--- config.mk ---
export PLATFORM = sky130hd
export DESIGN_NAME = ram_rmw_adapter
export DESIGN_NICKNAME = d
export VERILOG_FILES = /design/src/rtl/ram_rmw_adapter.sv
export SDC_FILE = /design/constraint.sdc
export NUM_CORES = 1
export LEC_CHECK = 0
export ABC_AREA = 1
export BUFFER_PORTS_ARGS = -buffer_cell sky130_fd_sc_hd__buf_4
export CELL_PAD_IN_SITES_DETAIL_PLACEMENT = 1
export CELL_PAD_IN_SITES_GLOBAL_PLACEMENT = 2
export CORE_UTILIZATION = 23
export DETAILED_ROUTE_END_ITERATION = 16
export PLACE_DENSITY = 0.79
export REMOVE_ABC_BUFFERS = 1
export SYNTH_ARGS = -nofsm -noshare
export SYNTH_HDL_FRONTEND = slang
export SYNTH_SLANG_ARGS = --single-unit
--- constraint.sdc ---
create_clock -name clk -period 1.7 [get_ports clk]
set_clock_uncertainty 0.2 [all_clocks]
set_input_delay 0.255 -clock clk [delete_from_list [all_inputs] [get_ports clk]]
set_output_delay 0.255 -clock clk [all_outputs]
set_load 0.03 [all_outputs]
--- src/rtl/ram_rmw_adapter.sv ---
`default_nettype none
// ============================================================================
// Module      : ram_rmw_adapter
// Description : Request-side front end for the word-wide data RAM. Turns
//               byte-strobed load/store requests into whole-word RAM
//               accesses. Partial stores use read-modify-write. Each
//               accepted request gets one response through a valid/ready
//               handshake.
// Option      : RAM_RMW_RANGE_CHK_EN - when defined, addresses beyond DEPTH
//               words are rejected with rsp_err_o; when undefined they alias
//               modulo DEPTH and rsp_err_o is tied low.
// Revision    : 1.0 - initial release
// ============================================================================
module ram_rmw_adapter #(
    parameter int DEPTH = 4096,
    parameter int AW    = 12
) (
    input  logic        clk,
    input  logic        rst,
    input  logic        req_valid_i,
    output logic        req_ready_o,
    input  logic        req_we_i,
    input  logic [31:0] req_addr_i,
    input  logic [31:0] req_wdata_i,
    input  logic [3:0]  req_be_i,
    output logic        rsp_valid_o,
    input  logic        rsp_ready_i,
    output logic [31:0] rsp_rdata_o,
    output logic        rsp_err_o,
    output logic        ram_we_o,
    output logic [31:0] ram_addr_o,
    output logic [31:0] ram_data_o,
    input  logic [31:0] ram_data_i
);

    typedef enum logic [1:0] {
        S_IDLE = 2'd0,
        S_RD   = 2'd1,
        S_WR   = 2'd2,
        S_RSP  = 2'd3
    } state_t;

    // The word index width must cover exactly DEPTH words.
    generate
        if (DEPTH != (1 << AW)) begin : g_depth_check
            $error("ram_rmw_adapter: DEPTH must equal 2**AW");
        end
    endgenerate

    state_t      state_q, state_d;
    logic        we_q, we_d;
    logic [3:0]  be_q, be_d;
    logic [31:0] wdata_q, wdata_d;
    logic        req_ready_q, req_ready_d;
    logic        rsp_valid_q, rsp_valid_d;
    logic [31:0] rsp_rdata_q, rsp_rdata_d;   // old word captured in RD for loads
    logic        ram_we_q, ram_we_d;
    logic [31:0] ram_addr_q, ram_addr_d;
    logic [31:0] ram_data_q, ram_data_d;

    logic [31:0] w_word_addr;
    logic        w_accept;

    // RAM byte address of the requested word; bits above the index are dropped.
    assign w_word_addr = {{(30 - AW){1'b0}}, req_addr_i[AW+1:2], 2'b00};
    assign w_accept    = req_valid_i & req_ready_q;

`ifdef RAM_RMW_RANGE_CHK_EN
    logic w_range_err;
    logic rsp_err_q, rsp_err_d;
    logic w_unused_addr;

    assign w_range_err   = |req_addr_i[31:AW+2];
    assign w_unused_addr = ^req_addr_i[1:0];
`else
    logic w_unused_addr;

    assign w_unused_addr = ^{req_addr_i[31:AW+2], req_addr_i[1:0]};
`endif

    // Byte-lane merge: strobed lanes come from the store data, the rest
    // from the word read back from the RAM.
    function automatic logic [31:0] merge_lanes(input logic [31:0] new_w,
                                                input logic [31:0] old_w,
                                                input logic [3:0]  be);
        logic [31:0] r;
        r = old_w;
        for (int n = 0; n < 4; n++) begin
            if (be[n]) begin
                r[8*n +: 8] = new_w[8*n +: 8];
            end
        end
        return r;
    endfunction

    // Next-state and next-output logic for the request FSM.
    always_comb begin
        state_d     = state_q;
        we_d        = we_q;
        be_d        = be_q;
        wdata_d     = wdata_q;
        req_ready_d = req_ready_q;
        rsp_valid_d = rsp_valid_q;
        rsp_rdata_d = rsp_rdata_q;
        ram_we_d    = 1'b0;
        ram_addr_d  = ram_addr_q;
        ram_data_d  = ram_data_q;
`ifdef RAM_RMW_RANGE_CHK_EN
        rsp_err_d   = rsp_err_q;
`endif
        case (state_q)
            S_IDLE: begin
                if (w_accept) begin
                    we_d        = req_we_i;
                    be_d        = req_be_i;
                    wdata_d     = req_wdata_i;
                    req_ready_d = 1'b0;
`ifdef RAM_RMW_RANGE_CHK_EN
                    if (w_range_err) begin
                        // Rejected without touching the RAM.
                        state_d     = S_RSP;
                        rsp_valid_d = 1'b1;
                        rsp_rdata_d = 32'h0;
                        rsp_err_d   = 1'b1;
                    end else
`endif
                    if (!req_we_i) begin
                        state_d    = S_RD;
                        ram_addr_d = w_word_addr;
                    end else if (req_be_i == 4'hF) begin
                        // Full-word store needs no read of the old word.
                        state_d    = S_WR;
                        ram_addr_d = w_word_addr;
                        ram_data_d = req_wdata_i;
                        ram_we_d   = 1'b1;
                    end else if (req_be_i == 4'h0) begin
                        // Nothing to write: acknowledge immediately.
                        state_d     = S_RSP;
                        rsp_valid_d = 1'b1;
                        rsp_rdata_d = 32'h0;
`ifdef RAM_RMW_RANGE_CHK_EN
                        rsp_err_d   = 1'b0;
`endif
                    end else begin
                        state_d    = S_RD;
                        ram_addr_d = w_word_addr;
                    end
                end
            end
            S_RD: begin
                if (we_q) begin
                    // Merge against the word being read this cycle.
                    state_d    = S_WR;
                    ram_we_d   = 1'b1;
                    ram_data_d = merge_lanes(wdata_q, ram_data_i, be_q);
                end else begin
                    state_d     = S_RSP;
                    rsp_valid_d = 1'b1;
                    rsp_rdata_d = ram_data_i;
`ifdef RAM_RMW_RANGE_CHK_EN
                    rsp_err_d   = 1'b0;
`endif
                end
            end
            S_WR: begin
                state_d     = S_RSP;
                rsp_valid_d = 1'b1;
                rsp_rdata_d = 32'h0;
`ifdef RAM_RMW_RANGE_CHK_EN
                rsp_err_d   = 1'b0;
`endif
            end
            S_RSP: begin
                if (rsp_ready_i) begin
                    state_d     = S_IDLE;
                    req_ready_d = 1'b1;
                    rsp_valid_d = 1'b0;
                    rsp_rdata_d = 32'h0;
`ifdef RAM_RMW_RANGE_CHK_EN
                    rsp_err_d   = 1'b0;
`endif
                end
            end
            default: begin
                state_d     = S_IDLE;
                req_ready_d = 1'b1;
                rsp_valid_d = 1'b0;
            end
        endcase
    end

    // State and registered outputs; reset discards any in-flight request.
    always_ff @(posedge clk) begin
        if (!rst) begin
            state_q     <= S_IDLE;
            we_q        <= 1'b0;
            be_q        <= 4'h0;
            wdata_q     <= 32'h0;
            req_ready_q <= 1'b1;
            rsp_valid_q <= 1'b0;
            rsp_rdata_q <= 32'h0;
            ram_we_q    <= 1'b0;
            ram_addr_q  <= 32'h0;
            ram_data_q  <= 32'h0;
`ifdef RAM_RMW_RANGE_CHK_EN
            rsp_err_q   <= 1'b0;
`endif
        end else begin
            state_q     <= state_d;
            we_q        <= we_d;
            be_q        <= be_d;
            wdata_q     <= wdata_d;
            req_ready_q <= req_ready_d;
            rsp_valid_q <= rsp_valid_d;
            rsp_rdata_q <= rsp_rdata_d;
            ram_we_q    <= ram_we_d;
            ram_addr_q  <= ram_addr_d;
            ram_data_q  <= ram_data_d;
`ifdef RAM_RMW_RANGE_CHK_EN
            rsp_err_q   <= rsp_err_d;
`endif
        end
    end

    assign req_ready_o = req_ready_q;
    assign rsp_valid_o = rsp_valid_q;
    assign rsp_rdata_o = rsp_rdata_q;
    // Gating with rst kills a write whose commit edge is a reset edge.
    assign ram_we_o    = ram_we_q & rst;
    assign ram_addr_o  = ram_addr_q;
    assign ram_data_o  = ram_data_q;
`ifdef RAM_RMW_RANGE_CHK_EN
    assign rsp_err_o   = rsp_err_q;
`else
    assign rsp_err_o   = 1'b0;
`endif

endmodule
`default_nettype wire

== After elaboration in Yosys (flattened, before gate mapping) ==
Cells that the tools add are included.
Word-level totals
  flip-flop bits (word level): 138
  output and inout bits: 100
  word-level logic and storage cells: 76
Cells by class
  equality and inequality tests: 13
  multiplexer cells: 41
  bitwise operators: 2
  reductions and logical operators: 10
Operator list (count)
  $mux 32: 13
  $pmux 32 s4: 1
  $pmux 32 s2: 1
  $mux 8: 4
  $ne 2x2->1 const B: 8
  $mux 1: 13
  $mux 2: 5
  $pmux 2 s4: 1
  $reduce_and 3->1: 2
  $reduce_and 6->1: 1
  $reduce_and 5->1: 1
  $eq 2x2->1 const B: 2
  $eq 4x4->1 const B: 1
  $logic_not 4->1: 1
  $pmux 1 s2: 2
  $pmux 1 s4: 1
  $reduce_and 2->1: 2
  $reduce_bool 2->1: 2
  $ne 3x3->1 const B: 1
  $and 1x1->1: 2
  $eq 2x1->1 const B: 1
  $logic_not 2->1: 1

== Logic depth before layout (Yosys ltp) ==
Gate-level depths: netlist (run 1).
  depth after elaboration: 6
  gate-level depth with buffers: 11

== Worst setup path after synthesis (run 1) ==
Ideal clock, no wire load.
  path kind: flip-flop to flip-flop
  from: register state_q[1]
  to: register rsp_rdata_q[7] (netlist: rsp_rdata_o[7])
  library setup time: 0.115 ns
  arrival: 1.397 ns
  required time: 1.385 ns
  setup slack: -0.012 ns
  cell stages (with the launch flop): 11
  clock period less this slack: 1.712 ns
  cells stage by stage: dfxtp_1 > inv_1 > ha_1 > buf_2 > nand2_1 > inv_1 > nor2_4 > buf_2 > nand3_1 > nand2_1 > nor2_1
Between the ends
  cells in the longest elaborated chain, start to end: 3
  elaborated cells between the ends (all ways): 12
  those cells by class: eq/ne (9); mux (1); reduce/logical (2)
RTL lines
  start, declared: RTL line 50  | state_t state_q, state_d;
  start signal, assigned: RTL line 209  | state_q <= state_d;
  $eq 2x1->1 (tied with other cells): RTL line 111  | case (state_q)
  $ne 2x2->1 (no source line)
  $reduce_and 6->1 (no source line)
  end signal, assigned: RTL line 215  | rsp_rdata_q <= rsp_rdata_d;
  end, declared: RTL line 56  | logic [31:0] rsp_rdata_q, rsp_rdata_d;
Several ways; a longest one is shown, not always the timed one.
A chain may end at the register's enable or synchronous reset.

== Final worst setup path (run 1) ==
  from: register state_q[0]
  to: register ram_data_q[11] (netlist: ram_data_o[11])
Between the ends
  cells in the longest elaborated chain, start to end: 3
  elaborated cells between the ends (all ways): 9
  those cells by class: eq/ne (5); mux (1); reduce/logical (3)
RTL lines
  $eq 2x1->1 or $logic_not 2->1 (tied branches): RTL line 111
  $ne 2x2->1 (no source line) or $reduce_bool 2->1 (tied branches)
  $reduce_and 5->1 (no source line)
  end signal, assigned: RTL line 218  | ram_data_q <= ram_data_d;
  end, declared: RTL line 59  | logic [31:0] ram_data_q, ram_data_d;
Several ways; a longest one is shown, not always the timed one.

==> run summary, run 1 <==
After detailed routing, the number of remaining DRC violations is 0. The number of buffers and inverters on the critical path is 3. The mapped netlist covers 0.00578 mm^2. H-tree level count: 4. The total core area was 0.0245 mm^2; the clock slew at the register clock pins of the worst setup and hold paths was 0.05 ns. The run gives 22 as the number of distinct library cells after synthesis. The worst register-to-register path begins at state_q[0]. On the worst path, the slowest cell contributes a delay of 0.33 ns.

No sink is reached through more buffers than the 2 on the longest clock path. Horizontal extent of the die: 161 um. Across the whole layout, storage elements account for 0.00237 mm^2.

The category of the worst setup path launch point is a flop. For the number of nets in the layout, the log shows 1256. The weighted congestion at the end of routability-driven global placement is 0.752, and the total global routing track utilization is 17.2%.

The upper clock frequency limit is 565 MHz, and the DRC violation total after the first TritonRoute iteration is 252. The tools report the pin count of the biggest net entering global routing as 40. The worst hold path class was input pin to flop.

The number of global-route vias before repair is 6399. Buffers inserted during clock tree synthesis total 17. Of the cells placed in the final design, the portion with a size suffix greater than 1 is 31.3%. The largest fanout on the critical path is 8. The critical path class is flop to flop. The tool flagged a number of max-cap violations equal to 0.

The number of hold violations in the final report was 0; the number of standard-cell rows in the floorplan was 57. The run gives -0.108 ns as the pre-CTS setup slack. Die outline area: 0.0258 mm^2. The worst-case vdd ir drop came out at 0.000635 V. Setup violations remaining at the end of the flow were counted as 37.

The largest individual stage delay along the critical path comes from the cell sky130_fd_sc_hd__dfxtp_2. In this run the most critical hold path is launched from ram_data_i[28]. Counting stages on the worst path, the most repeated cell is sky130_fd_sc_hd__nand2_4.

Setup repair after global routing could not meet its margin everywhere. Before antenna repair, the detailed router went through 4 iterations. Synthesis produced 892 cells. The layout has 2956 filler cells. The final max-slew violation count is 0.

Compared with the post-synthesis result, the final layout area differs by 69.8%. In this run, synthesis inferred 0 flip-flops with an integrated enable. After detailed routing, the average wire length per cell comes to 15.5 um. For the worst path required time, the log shows 1.85 ns.

The area of the multi-input gates was 0.00303 mm^2. For the finished layout, the period the worst path requires is 1.77 ns. Post-synthesis average cell area: 6.48 um^2. TritonCTS built the clock tree. The final reports fail on setup timing.

The cell sitting at the root of the clock tree is a sky130_fd_sc_hd__clkbuf_16. For the vias after detailed routing, the log shows 6484. The element type at the critical path end was a flop. The number of nets with antenna violations after detailed routing was 0; the reg-to-reg setup timing slack was -0.07 ns.

The Yosys step of the flow raised 0 warnings. The total number of clock tree sinks is 118. The family of cells with the greatest summed delay on the critical path was simple AND/OR/NAND/NOR gates.

Share of the yosys chip area belonging to registers: 40.9%. Summed over all layers, the routed wires come to 23000 um. Power spread over the standard cell area amounts to 1970 mW/mm^2. The first global-routing pass estimated 34800 um of wire. The die is 161 um tall.

The flow ran to the end, but the final reports show violations. The predominant post-synthesis flop cell is sky130_fd_sc_hd__dfxtp_1. The total half-perimeter wirelength after legalization and detailed placement is 13600 um, and the leakage dissipation is 4.64 nW.

The tools report the origin of the worst setup path as state_q[0]. During placement, the flow inserted port buffers numbering 163. For this run the aggregate overflow at the end of global routing stands at 0. 205 I/O pins were placed. The post-synthesis async set-or-reset flop share was 0%; the routed via count divided by cell count was 4.38. Summed over all failing endpoints, the final setup total negative slack is -1.64 ns.

STA puts the critical path data arrival time at 1.92 ns. The flip-flop and latch count after synthesis is 118, and the share of the clock period used by the worst path after layout is 104%. The initial antenna violation count came out at 1. Once the floorplan was initialized, standard cells occupied 23.6% of the core.

Final critical-path setup slack: -0.0697 ns. The critical path goes through buf_6 -> ha_4 -> nand2_4 -> nand2_4 -> nor2_4 -> nand2_4 -> buf_12 -> buf_16 -> nand2_4 -> nand2_2 -> nor2_2. Clock latency on the worst-skew pair: 0.41 ns. For the diode insertion count for antenna repair, the log shows 0.
## path summary, 6_finish.rpt
check | end | cells past startpoint
worst max-delay path | ram_data_o[11] | 11
worst min-delay path | rsp_rdata_o[28] | 5
worst max register to register | ram_data_o[11] | 11
worst min register to register | wdata_q[13] | 2
## registers in the layout, indices dropped and copies added (netlist names)
signal       cells
ram_addr_o      12
wdata_q         32
be_q             4
state_q          2
rsp_valid_o      1
req_ready_o      1
we_q             1
ram_data_o      32
rsp_rdata_o     32
ram_we_q         1
## cells in the mapped netlist (2+ instances only)
cell type,n,area [um^2]
sky130_fd_sc_hd__clkinv_1,2,7.51
sky130_fd_sc_hd__nor2_1,141,529
sky130_fd_sc_hd__inv_1,112,420
sky130_fd_sc_hd__dfxtp_1,118,2360
sky130_fd_sc_hd__nand2_2,2,12.5
sky130_fd_sc_hd__o21ai_1,4,20.0
sky130_fd_sc_hd__o21ai_0,33,165
sky130_fd_sc_hd__clkbuf_1,21,78.8
sky130_fd_sc_hd__ha_1,4,50.1
sky130_fd_sc_hd__buf_2,27,135
sky130_fd_sc_hd__a21oi_1,80,400
sky130_fd_sc_hd__buf_1,5,18.8
sky130_fd_sc_hd__nand4_1,12,75.1
sky130_fd_sc_hd__buf_6,2,22.5
sky130_fd_sc_hd__nand3_1,41,205
sky130_fd_sc_hd__o22ai_1,32,200
sky130_fd_sc_hd__buf_4,27,203
sky130_fd_sc_hd__nand2_1,225,845
## through the flow
step / util, % / area, um^2 / std cells / hold slack [ns] / power (mW)
after floorplan: - / 5400 / 830 / 0.140 / 9.07
after global placement: 30.5 / 7470 / 1355 / 0.237 / 12.3
after detailed placement: 30.5 / 7470 / 1355 / 0.243 / 12.4
after CTS: 37.6 / 9190 / 1466 / 0.00105 / 17.8
after global routing: 40.1 / 9810 / 1482 / 0.0117 / 20.6
final: 40.1 / 9810 / 1482 / 0.0138 / 19.3
## kinds of logic after synthesis
group	Yosys count	share of synthesized area [%]
AND/OR/NAND/NOR	423	29.2
other	1	0.0649
buffers and inverters	197	15.4
AO/OA/AOI/OAI	149	13.6
flip-flops	118	40.9
adder cells (fa/ha/maj)	4	0.866
## where the power goes
part | switching [mW] | internal [mW] | total, mW
sequential | 0.481 | 3.71 | 4.19
clock | 1.34 | 2.63 | 3.97
combinational | 6.36 | 4.80 | 11.2
total | 8.18 | 11.1 | 19.3
## cell type report
class	count	share of cell area (%)
Timing Repair Buffer	298	29.9
Clock inverter	8	1.48
Sequential cell	118	24.1
Inverter	115	4.45
Tap cell	324	4.13
Multi-Input combinational cell	597	30.8
Clock buffer	22	5.04
## metal layers
| layer | vias up | wire (um) | part of all wire (%) | GRT usage (%) |
|---|---|---|---|---|
| met2 | 143 | 10900 | 47 | 27.6 |
| met5 | - | 17 | 0.074 | 0 |
| met1 | 3078 | 10700 | 46 | 22.5 |
| met3 | 14 | 1240 | 5.4 | 4.70 |
| li1 | 3247 | - | - | - |
| met4 | 2 | 204 | 0.89 | 4.42 |
## placed cells by master (no fill, tap or decap), drive strengths merged, types with 2 or more instances in the layout
| cell type | n |
|---|---|
| o21ai | 37 |
| o22ai | 32 |
| inv | 114 |
| dlygate4sd3 | 68 |
| clkinvlp | 2 |
| bufinv | 4 |
| ha | 4 |
| conb | 21 |
| clkinv | 3 |
| buf | 222 |
| nand2 | 227 |
| nand4 | 12 |
| a21oi | 80 |
| dfxtp | 118 |
| clkbuf | 29 |
| nand3 | 42 |
| nor2 | 142 |
## worst register-to-register path, delay by kind of cell, from the launching register on
family / cells / cell delay, ns
flops: 1 / 0.33
simple gates: 7 / 0.55
buf+inv: 3 / 0.45
fa+ha+maj: 1 / 0.19
## what timing repair did
action                     in CTS  in global routing
gates resized for setup        51                100
hold buffers                   69                  0
setup buffers                   8                  7
hold endpoints to repair       69                  0
gates cloned                    5                  9
setup endpoints to repair      74                 80
pin swaps                      16                 41
Power figures use the tool's default switching activity.
==> inputs of run 2 (changes only) <==
Settings changed: GPL_ROUTABILITY_DRIVEN set to 0, HOLD_SLACK_MARGIN set to 0.12.
==> run 2 against run 1 <==
  * The run still ends with setup timing left
  * Cell area up 2.2%
  * Cell count up 1.2%
  * Critical path type unchanged
  * Combinational power about the same
  * Wire length up 2.8%
  * Sequential share of layout area down 0.51 points
  * Fmax up 0.66%
  * Core utilization up 0.87 points
  * Power up 2.0%
  * Hold slack better by 0.13 ns
  * First-iteration DRC count down 3.2%
  * Setup slack better by 0.012 ns
==> run summary, run 2 (synthesized netlist as in run 1, its figures left out) <==
The run finished, with violations left. The checks that failed: setup timing. The wire length of the first global-routing pass came out at 35200 um. The logs give 244 for the DRC violation total after the first TritonRoute iteration and 23.6% for the initial core utilization.

The tools report the category of the worst setup path launch point as a flop. The number of hold violations in the final report is 0. The logs give 41.0% for the final cell utilization of the core and 23700 um for the final wirelength. Maximum count of clock buffers along a single path: 2.

Data arrival time of the worst path: 1.86 ns. The DRC violations left came out at 0. Setup repair after global routing could not meet its margin everywhere. Entering global routing, the biggest net connects 40 pins. The pre-CTS setup slack is -0.108 ns. Clock tree synthesis inserted a total of 17 buffers. Leaving out fill and tap cells, the most frequent cell in the layout is sky130_fd_sc_hd__buf_4. In the layout the commonest cells are 188 x sky130_fd_sc_hd__buf_4, 184 x sky130_fd_sc_hd__nand2_1, 124 x sky130_fd_sc_hd__nor2_1. For the finished layout, the period the worst path requires is 1.76 ns. The critical path class is flop to flop.

The H-tree level count is 4, and the final critical-path setup slack is -0.0580 ns. Along the worst path, the maximum fanout reaches 8. Summing all flip-flop and latch instances after layout gives 0.00237 mm^2. 205 I/O pins were placed. The setup TNS is -0.947 ns. The leakage dissipation was 4.73 nW; the number of iterations in the first detailed-routing pass was 4. The worst hold slack was 0.147 ns; the initial antenna violation count was 1.

The worst path required time was 1.81 ns; the vias after detailed routing was 6594. TritonCTS built the clock tree. Upper clock frequency limit: 569 MHz. In the global route stage, overall resource usage came out at 17.4%. The die outline area is 0.0258 mm^2, and the clock slew at the register clock pins of the worst setup and hold paths is 0.06 ns.

In this run the power density over the cells is 1960 mW/mm^2. Setup violations remaining at the end of the flow were counted as 40. The area growth from synthesis to layout came out at 73.5%. Port buffering added 163 buffers. After global routing the overflow that remains totals 0. The total area inside the core boundary comes to 0.0245 mm^2. Once detailed placement completed, the half-perimeter wirelength came to 13600 um. After the last flow step, the layout net total stands at 1273.

Headroom to the max-slew limit came out at 57.7%. For the number of filler instances in the final layout, the log shows 2921. After floorplanning, the core was divided into 57 placement rows. For the pin with the worst max-slew slack, the measured transition is 0.632 ns.

The clock drives 118 sinks. Final max-slew violation count: 0. STA classifies the critical path endpoint as a flop.

The logs give 6484 for the number of global-route vias before repair and 0 for the number of nets with antenna violations after detailed routing. VDD sags by at most 0.000743 V. The fraction of layout instances using a drive strength above 1 is 31.1%, and the routed via count divided by cell count is 4.40. Dividing the detail-routed wire length by the instance count gives 15.8 um.

The vertical die dimension is 161 um. The cell sitting at the root of the clock tree is a sky130_fd_sc_hd__clkbuf_16. The worst path uses 103% of the clock period.

Summing all multi-input logic gate instances after layout gives 0.00306 mm^2. The clock reaches the later pin of the worst-skew pair after 0.41 ns. The horizontal extent of the die works out to 161 um. The max-cap check violation count came out at 0.

The tightest min-delay check is of the input pin to flop type.
## run 2: changes by cell type in the layout (fill, tap and decap cells not counted), moves of 2 or more
cell,previous run,this run
sky130_fd_sc_hd__dlygate4sd3_1,68,82
sky130_fd_sc_hd__nand2_4,18,14
sky130_fd_sc_hd__a21oi_1,65,62
sky130_fd_sc_hd__a21oi_4,0,2
sky130_fd_sc_hd__buf_4,186,188
sky130_fd_sc_hd__clkbuf_16,24,26
sky130_fd_sc_hd__nand2_1,182,184
sky130_fd_sc_hd__nand2_8,0,2
## run 2: layout make-up
cell class	instances	share of cell area [%]
clock inverters	8	1.45
diodes	1	0.0250
well taps	324	4.04
inverters	115	4.35
clock buffers	22	4.93
multi-input cells	597	30.5
repair buffers	315	31.1
flip-flops and latches	118	23.6
## run 2: worst max-delay path, cell delays in order, from the launching register on
cell and delay [ns]:
sky130_fd_sc_hd__dfxtp_2 0.33, sky130_fd_sc_hd__buf_6 0.13, sky130_fd_sc_hd__ha_4 0.19, sky130_fd_sc_hd__nand2_4 0.08
sky130_fd_sc_hd__nand2_4 0.05, sky130_fd_sc_hd__nor2_4 0.12, sky130_fd_sc_hd__nand2_4 0.09, sky130_fd_sc_hd__buf_12 0.16
sky130_fd_sc_hd__buf_16 0.15, sky130_fd_sc_hd__nor2_1 0.11, sky130_fd_sc_hd__nor2_2 0.04
## run 2: repair_timing
action	4_1_cts	5_1_grt
gates cloned	5	11
resized for setup	51	104
hold buffers	83	1
setup buffers	8	8
pin swaps	16	35
endpoints found under the setup margin	74	83
endpoints found under the hold margin	115	14
## run 2: power by group
| part | switching, mW | internal, mW |
|---|---|---|
| logic | 6.54 | 4.98 |
| registers | 0.496 | 3.71 |
| clock network | 1.34 | 2.63 |
## run 2: layer usage
layer / global-route usage, % / share of wire (%) / vias to the layer above
met1: 22.8 / 47 / 3137
met3: 4.13 / 5.0 / 13
met4: 4.42 / 0.77 / 0
met5: 0 / 0 / -
met2: 28.4 / 47 / 156
li1: - / - / 3288
## run 2: worst paths after layout
kind,start,to,slack [ns],cells past startpoint
max reg2reg,state_q[0],ram_data_o[0],-0.06,10
min reg2reg,wdata_q[13],wdata_q[13],0.25,2
max,state_q[0],ram_data_o[0],-0.06,10
min,rst,ram_data_o[7],0.15,4
## run 2: stage by stage
stage	total power, mW	cells	instance area [um^2]
global route	21.0	1500	10000
detailed placement	12.4	1355	7470
CTS	17.8	1480	9330
floorplan	9.07	830	5400
finish	19.7	1500	10000
global placement	12.3	1355	7470
==> inputs of run 3 (changes only) <==
Settings changed: PLACE_DENSITY 0.79 to 0.75.
==> run 3 against run 2 <==
  * The run still ends with setup timing left
  * Fmax fell by 1.4%
  * Critical path depth did not move
  * Combinational power hardly changed
  * Cell area hardly changed
  * Non-clock buffer count decreased by 1
  * Largest cell class unchanged
==> run summary, run 3 (synthesized netlist as in run 1, its figures left out) <==
For this run, the post-layout net count is 1273. H-tree level count: 4. The tools report the startpoint of the lowest-slack register-to-register path as state_q[0]. The maximum count of clock buffers along a single path was 2; the total core area was 0.0245 mm^2. Vias after detailed routing: 6488. The depth of the most critical reg-to-reg path came out at 10. Clock tree synthesis selected as its root buffer the cell sky130_fd_sc_hd__clkbuf_16. Horizontal extent of the die: 161 um.

In the layout the commonest cells are 189 x sky130_fd_sc_hd__nand2_1, 186 x sky130_fd_sc_hd__buf_4, 116 x sky130_fd_sc_hd__dfxtp_1. The library cell used most frequently in the layout, excluding fill and tap cells, is sky130_fd_sc_hd__nand2_1. The setup path with the least slack is of type flop to flop.

Cells fill 41.0% of the core in the end. 0 antenna diodes ended up in the layout. Relative to the synthesized area, the layout overhead comes to 73.5%. For this run, the detailed router's first-pass iteration total came to 4.

The run gives 50 as the pin count of the biggest net entering global routing. The power per unit of standard cell area works out to 1950 mW/mm^2. The run gives -0.0825 ns as the final critical-path setup slack.

In this run, the number of DRC markers left after iteration 0 of detailed routing was 253. Counting every sink on the clock net gives 118. Clock-pin slew was measured on the worst setup and hold paths at 0.06 ns.

The run gives 0.41 ns as the clock latency on the worst-skew pair. The number of global-route vias before repair is 6445. Setup violations remaining at the end of the flow were counted as 57. The fraction of layout instances using a drive strength above 1 was 32.0%; the number of cells traversed by the worst hold path was 4. For this run, the top clock speed supported by timing is 561 MHz. The run gives 4.72 nW as the leakage dissipation. The number of clock buffers added by TritonCTS is 17.

The worst-case vdd ir drop was 0.000706 V. STA classifies the critical path endpoint as a flop. Data arrives at the worst endpoint at 1.93 ns. The vertical die dimension was 161 um. In this run the worst path has a maximum fanout of 8. Pin placement for this block handled 205 I/O pins. The flow ran to the end, but the final reports show violations. Once the floorplan was initialized, standard cells occupied 23.6% of the core.

TritonCTS built the clock tree. The number of nets with antenna violations after detailed routing came out at 0. For the number of hold violations in the final report, the log shows 0. The final layout contains routed wiring with a total length of 23900 um. For the total half-perimeter wirelength after legalization and detailed placement, the log shows 13500 um. Buffers placed on the I/O ports in this run total 163. For the die outline area, the log shows 0.0258 mm^2.

The startpoint identified for the worst hold timing path is rst. For hold timing, the worst endpoint is ram_data_o[22]. The logs give 57 for the number of standard-cell rows in the floorplan and 1.85 ns for the worst path required time. The final critical-path required period is 1.78 ns. In this run the worst hold path is classified as input pin to flop. Including well taps, the total number of placed cells is 1355.

The routed via count divided by cell count works out to 4.33. The first global-routing pass estimated 34900 um of wire. The share of the clock period used by the worst path after layout is 105%, and the max-cap check violation count is 0. STA classifies the critical path startpoint as a flop.

The checks that failed: setup timing. For the final max-slew violation count, the log shows 0. In the final routed layout, each cell accounts on average for 16.0 um.

The non-filler instance count after layout is 1499. Setup repair after global routing could not meet its margin everywhere. For this run the aggregate overflow at the end of global routing stands at 0. The DRC violations left came out at 0. The total global routing track utilization is 17.3%. In this run the critical register-to-register path is captured at rsp_rdata_o[3]. The initial antenna violation count was 0. Across all register-to-register paths, the minimum setup slack is -0.08 ns.
==> run 3: worst max path at each step <==
stage,from,cells past startpoint,slack (ns),to
floorplan,state_q[1],9,-1.84,ram_data_o[0]
global placement,state_q[0],9,-0.10,rsp_rdata_o[10]
detailed placement,state_q[0],9,-0.13,rsp_rdata_o[13]
CTS,state_q[1],10,-0.08,rsp_rdata_o[16]
global route,state_q[0],10,-0.16,ram_data_o[11]
finish,state_q[0],10,-0.08,rsp_rdata_o[3]
==> run 3: layout make-up <==
| cell class | count | area, um^2 |
|---|---|---|
| clock buffer | 19 | 443 |
| clock inverter | 11 | 110 |
| fill | 2981 | 14400 |
| inverter | 115 | 432 |
| multi-input combinational | 598 | 3130 |
| sequential | 118 | 2360 |
| tap | 324 | 405 |
| timing repair buffer | 314 | 3140 |
==> run 3: power breakdown <==
part,switching (mW),internal (mW)
Clock,1.35,2.16
Sequential,0.486,3.71
Combinational,6.73,5.09
Total,8.57,11.0
==> run 3: worst max-delay path, cell delays in order, from the launching register on <==
cell                        delay (ns)
sky130_fd_sc_hd__dfxtp_2          0.35
sky130_fd_sc_hd__inv_2            0.06
sky130_fd_sc_hd__ha_4             0.19
sky130_fd_sc_hd__nand2_4          0.10
sky130_fd_sc_hd__nand2_4          0.07
sky130_fd_sc_hd__nor2_4           0.14
sky130_fd_sc_hd__buf_12           0.18
sky130_fd_sc_hd__buf_12           0.11
sky130_fd_sc_hd__clkbuf_16        0.16
sky130_fd_sc_hd__a21oi_2          0.05
sky130_fd_sc_hd__nor2_1           0.09
==> run 3: through the flow <==
stage	hold WS [ns]	instance area, um^2	total power [mW]	setup slack, ns	TNS (ns)
after floorplan	0.140	5400	9.07	-1.84	-151.24
after global placement	0.238	7520	12.5	-0.103	-5.40
after detailed placement	0.244	7520	12.6	-0.128	-6.28
after CTS	0.125	9380	17.8	-0.0818	-2.81
after global routing	0.149	10000	20.8	-0.161	-7.52
final	0.154	10000	19.5	-0.0825	-2.74
==> run 3: what timing repair did <==
action,4_1_cts,5_1_grt
gates resized for setup,67,103
hold buffers,82,0
setup endpoints to repair,105,87
pin swaps,12,50
cloned,7,10
buffers inserted,12,8
endpoints found under the hold margin,116,0
==> run 3: metal layers <==
layer	GRT usage [%]	part of all wire (%)	routed length, um	up-vias
met5	0	0	0	-
met4	3.77	1.3	308	0
met1	22.0	45	10900	3052
met3	3.62	4.4	1060	24
li1	-	-	-	3274
met2	29.9	49	11700	138
